`config.mk`:
```
export PLATFORM = sky130hd
export DESIGN_NAME = fifo_wr_arbiter
export DESIGN_NICKNAME = d
export VERILOG_FILES = /design/src/rtl/fifo_pkg.sv /design/src/rtl/fifo_wr_arbiter_rr_pick.sv /design/src/rtl/fifo_wr_arbiter.sv
export SDC_FILE = /design/constraint.sdc
export NUM_CORES = 1
export LEC_CHECK = 0
export BUFFER_PORTS_ARGS = -buffer_cell sky130_fd_sc_hd__buf_2
export CAP_MARGIN = 30
export CORE_MARGIN = 5
export CORE_UTILIZATION = 42
export DETAILED_ROUTE_END_ITERATION = 7
export GPL_ROUTABILITY_DRIVEN = 0
export GPL_TIMING_DRIVEN = 0
export MAX_ROUTING_LAYER = met4
export PLACE_DENSITY = 0.85
export SLEW_MARGIN = 20
export SYNTH_ARGS = -nofsm -noshare
export SYNTH_HDL_FRONTEND = slang
export SYNTH_SLANG_ARGS = --single-unit
```
`constraint.sdc`:
```
create_clock -name clk -period 2.82 [get_ports clk]
set_clock_uncertainty 0.05 [all_clocks]
set_input_delay 0.282 -clock clk [delete_from_list [all_inputs] [get_ports clk]]
set_output_delay 0.282 -clock clk [all_outputs]
set_load 0.005 [all_outputs]
```
`src/rtl/fifo_pkg.sv`:
```
// Shared definitions for the 16x8 fifo and its write-side arbiter.
package fifo_pkg;

  localparam logic [0:0] ST_IDLE = 1'b0;
  localparam logic [0:0] ST_OWN  = 1'b1;

  localparam int FIFO_DATA_W = 8;
  localparam int FIFO_DEPTH  = 16;

endpackage

```
`src/rtl/fifo_wr_arbiter_rr_pick.sv`:
```
// Rotating priority encoder: first set bit of req searching upward
// from start, wrapping modulo N.
module rr_pick #(
  parameter  int N  = 4,
  localparam int SW = $clog2(N)
) (
  input  logic [N-1:0]  req,
  input  logic [SW-1:0] start,
  output logic [SW-1:0] idx,
  output logic          valid
);

  logic [SW:0] s;

  // Descending scan so the lowest offset from start wins.
  always_comb begin
    idx   = '0;
    valid = 1'b0;
    s     = '0;
    for (int k = N - 1; k >= 0; k--) begin
      s = {1'b0, start} + (SW+1)'(k);
      if (s >= (SW+1)'(N)) s = s - (SW+1)'(N);
      if (req[s[SW-1:0]]) begin
        idx   = s[SW-1:0];
        valid = 1'b1;
      end
    end
  end

endmodule

```
`src/rtl/fifo_wr_arbiter.sv`:
```
// Round-robin, burst-bounded sharing of the fifo write port
// between NUM_REQ producers.
module fifo_wr_arbiter
  import fifo_pkg::*;
#(
  parameter  int NUM_REQ   = 4,
  parameter  int DATA_W    = FIFO_DATA_W,
  parameter  int MAX_BURST = 4,
  localparam int OW        = $clog2(NUM_REQ)
) (
  input  logic                      clk,
  input  logic                      rst_n,
  input  logic [NUM_REQ-1:0]        req,
  input  logic [NUM_REQ*DATA_W-1:0] req_data,
  output logic [NUM_REQ-1:0]        gnt,
  input  logic                      fifo_full,
  output logic                      fifo_wr_en,
  output logic [DATA_W-1:0]         fifo_data_in,
  output logic [OW-1:0]             owner,
  output logic                      busy
);

  localparam int CW = $clog2(MAX_BURST + 1);

  logic [0:0]         state;
  logic [CW-1:0]      burst_cnt;
  logic [OW-1:0]      start;
  logic [NUM_REQ-1:0] others;
  logic [OW-1:0]      idle_idx;
  logic [OW-1:0]      rel_idx;
  logic               idle_vld;
  logic               rel_vld;
  logic               own_req;
  logic               last;
  logic               rel;

  assign start   = (owner == OW'(NUM_REQ - 1)) ? '0 : owner + 1'b1;
  assign own_req = req[owner];
  assign others  = req & ~(NUM_REQ'(1) << owner);

  assign busy       = (state == ST_OWN);
  assign fifo_wr_en = busy & own_req & ~fifo_full;
  assign gnt        = fifo_wr_en ? (NUM_REQ'(1) << owner) : '0;
  assign fifo_data_in =
    busy ? req_data[owner*DATA_W +: DATA_W] : '0;

  assign last = fifo_wr_en && (burst_cnt == CW'(MAX_BURST - 1));
  assign rel  = last || !own_req;

  rr_pick #(.N(NUM_REQ)) u_pick_idle (
    .req   (req),
    .start (start),
    .idx   (idle_idx),
    .valid (idle_vld)
  );

  rr_pick #(.N(NUM_REQ)) u_pick_rel (
    .req   (others),
    .start (start),
    .idx   (rel_idx),
    .valid (rel_vld)
  );

  always_ff @(posedge clk or negedge rst_n) begin
    if (!rst_n) begin
      state     <= ST_IDLE;
      owner     <= OW'(NUM_REQ - 1);
      burst_cnt <= '0;
    end else begin
      unique case (state)
        ST_IDLE: begin
          if (idle_vld) begin
            state     <= ST_OWN;
            owner     <= idle_idx;
            burst_cnt <= '0;
          end
        end
        ST_OWN: begin
          if (rel) begin
            burst_cnt <= '0;
            // A lone owner that just hit the burst limit keeps the port.
            if (rel_vld) owner <= rel_idx;
            else if (!last) state <= ST_IDLE;
          end else if (fifo_wr_en) begin
            burst_cnt <= burst_cnt + 1'b1;
          end
        end
      endcase
    end
  end

endmodule

```
==> impl_results.md <==
* Max Fanout on Critical Path at 10
* CTS Sinks at 6
* Hold crit path type: in2reg
* Final period utilization at 0.925
* Static Leakage at around 0.60 nW
* Worst Max-Slew Pin Slew at 0.373 ns
* DR vias/cell at 5.35
* CTS root buffer: clkbuf_4
* Cells after Synth at 101
* Setup TNS Final at 0 ns
* Final hold vios at 0
* Global-route usage over all layers at 0.177
* Post-layout nets at 205
* Number of global-route vias before repair at 1,000
* Max-cap violations at 0
* Mux cell area share after synthesis at 0.247
* Rows at 16
* CTS tree: yes
* Clk buf depth at 2
* Worst r2r src: owner[0]
* Grt ovf at 0
* Largest net degree at the start of global routing at 11
* Worst Path Required at roughly 2.9 ns
* Top cells by area, synth: mux4_2 23%, dfrtp_1 11%, and2_1 8.5%
* Initial antenna violation count at 0
* Area of the multi-input gates at between 600 and 700 um^2
* RSZ-0062 raised after global routing: false
* DR vias at between 900 and 1,000
* Simple-Gate Fraction of Synth Area at 0.264
* Synth Area in Compound Gates at 0.173
* Total Die Area at 3120 um^2
* FF/Latch Area at 153 um^2
* Layout cell share with drive strength beyond 1 at 0.468
* Post-synthesis adder-cell area fraction at 0.0851
* #FFs+latches synth at 6
* Synth warn at 0
* Crit path arrival time at 2.72 ns
* Setup Crit Path Kind: reg2reg
* Largest family of logic cells by synthesized area: simple AND/OR/NAND/NOR gates
* FF-to-FF setup slack at 0.21 ns
* Synth top cells by count: 12 x and2_1, 9 x mux4_2, 9 x nand2_1, 9 x nor2_1, 7 x a21oi_1
* DRT Pass-1 Iters at 5
* Register area share after synthesis at 0.173
* Hold_ws at 0.312 ns
* Starting Density at 0.445
* Mapped Avg Cell Area at 8.73 um^2
* XOR/XNOR Fraction of Synth Area at 0
* Top-count cell post-synth: and2_1
* Ys async rst share at 1.00
* Worst R2R Path Depth at 9
* TritonCTS buffer count at 3
* Critical path startpoint: owner[0]
* Number of I/O port buffers at 53
* Fillers at 176
* Htree depth at 1
* Synthesized area at 882 um^2
* Pwr dens at 893 nW/um^2
* Synth unique cells at 33
* Core ar. at 1980 um^2
* Fin crit period at roughly 2.6 ns
* Placed Cells at 181
* Synth Flop Type: dfrtp_1
* Drt drc at 0
* P&R area growth vs syn at 37.7%
* Post-Syn Nets at 146
* Rel. slew slack at 0.748
* Post-CTS Setup Bufs at 0
* HPWL Detailed at 2280 um
* Wire per inst at about 15 um
* First-pass GRT wire length at roughly 4400 um
* Synth area leader: mux4_2
* Number of flops mapped to enable cells by yosys at 0
* DIE HEIGHT at roughly 56 um
* Post-DRT Antenna Nets at 0
* Die W at 55.8 um
* Ports at between 50 and 60
* 1st-iter DRT viols at 22
* Final setup viols at 0
* CTS clk-pin slew, worst paths at approximately 0.05 ns
* Yosys top cell area share at 0.230
* Antenna cells at 0
* Pins Over Slew Limit at 0
* Final WL at 2710 um
* Highest Clock Rate at ~0.38 GHz
* RR Endpoint: owner[0]
* CP startpoint kind: register
* Final cell count without fillers at 185
* Latest clock arrival within the worst-skew pair at 0.25 ns
* Status: complete, no violations
* Crit. End Element: register
* Worst setup endpoint: owner[0]
* Worst IR Drop VDD at 0.470 mV
## sequential cells by signal (all words and copies together), names as in the netlist
name	flops
burst_cnt	3
busy	1
owner	2
## per-stage QoR
stage                     worst slack (ns)   util  power [mW]  area (um^2)
final                                0.212  0.613        1.08         1210
after global routing                0.0566  0.613        1.20         1210
after CTS                            0.146  0.612        1.09         1210
after detailed placement             0.158  0.596        1.00         1180
after global placement               0.214  0.596       0.971         1180
after floorplan                      0.417      -       0.762          882
## kinds of logic after synthesis
| logic type | count (synthesis) |
|---|---|
| adder cells (fa/ha/maj) | 6 |
| multiplexers | 10 |
| AO/OA/AOI/OAI | 24 |
| flip-flops | 6 |
| buffers and inverters | 11 |
| AND/OR/NAND/NOR | 44 |
## routing by layer
metal,part of all wire,vias up,GRT usage
met2,0.50,51,0.311
met4,0,0,0.0508
met1,0.39,459,0.195
met3,0.11,0,0.0487
met5,0,-,-
li1,-,480,-
## where the power goes
| group | switching (mW) | internal, mW | total, mW |
|---|---|---|---|
| clock network | 0.0322 | 0.0482 | 0.0804 |
| registers | 0.0419 | 0.129 | 0.170 |
| logic | 0.403 | 0.431 | 0.834 |
| total | 0.477 | 0.608 | 1.08 |
## layout make-up
type,count,area share
tap,27,0.0278
timing repair buffer,54,0.227
sequential,6,0.126
buffer,5,0.0247
inverter,6,0.0185
multi-input combinational,84,0.558
clock buffer,3,0.0185
## worst min-delay path by stage
stage / startpoint / endpoint / slack, ns / cells after the start
after floorplan: rst_n / burst_cnt[0] / -0.06 / 0
after global placement: rst_n / burst_cnt[1] / 0.06 / 1
after detailed placement: rst_n / burst_cnt[2] / 0.06 / 1
after CTS: req[0] / busy / 0.31 / 3
after global routing: req[0] / busy / 0.31 / 3
final: req[0] / busy / 0.31 / 3
## layout by cell type (no fill, tap or decap), drive strengths merged, types with 2 or more instances in the layout
| cell type | instances |
|---|---|
| ha | 6 |
| dfrtp | 4 |
| mux4 | 9 |
| and2 | 12 |
| a21oi | 7 |
| nand2b | 2 |
| buf | 56 |
| a22oi | 2 |
| clkbuf | 5 |
| nor2b | 4 |
| nand2 | 9 |
| inv | 6 |
| dfstp | 2 |
| nor2 | 9 |
| o211ai | 2 |
| o21ai | 8 |
## critical path, stage by stage (launching register included)
cell and delay (ns):
dfstp_2 0.61, buf_2 0.32, inv_1 0.13, ha_1 0.23, nor2b_1 0.28, o2bb2ai_1 0.16
nand3b_1 0.09, o211ai_1 0.12, mux2_4 0.33, o31ai_2 0.21
## repair_timing
item                       4_1_cts  5_1_grt
hold buffers                     1        0
resized for setup                0        2
setup endpoints to repair        0        1
hold endpoints to repair         6        0
Power figures use the tool's default switching activity.
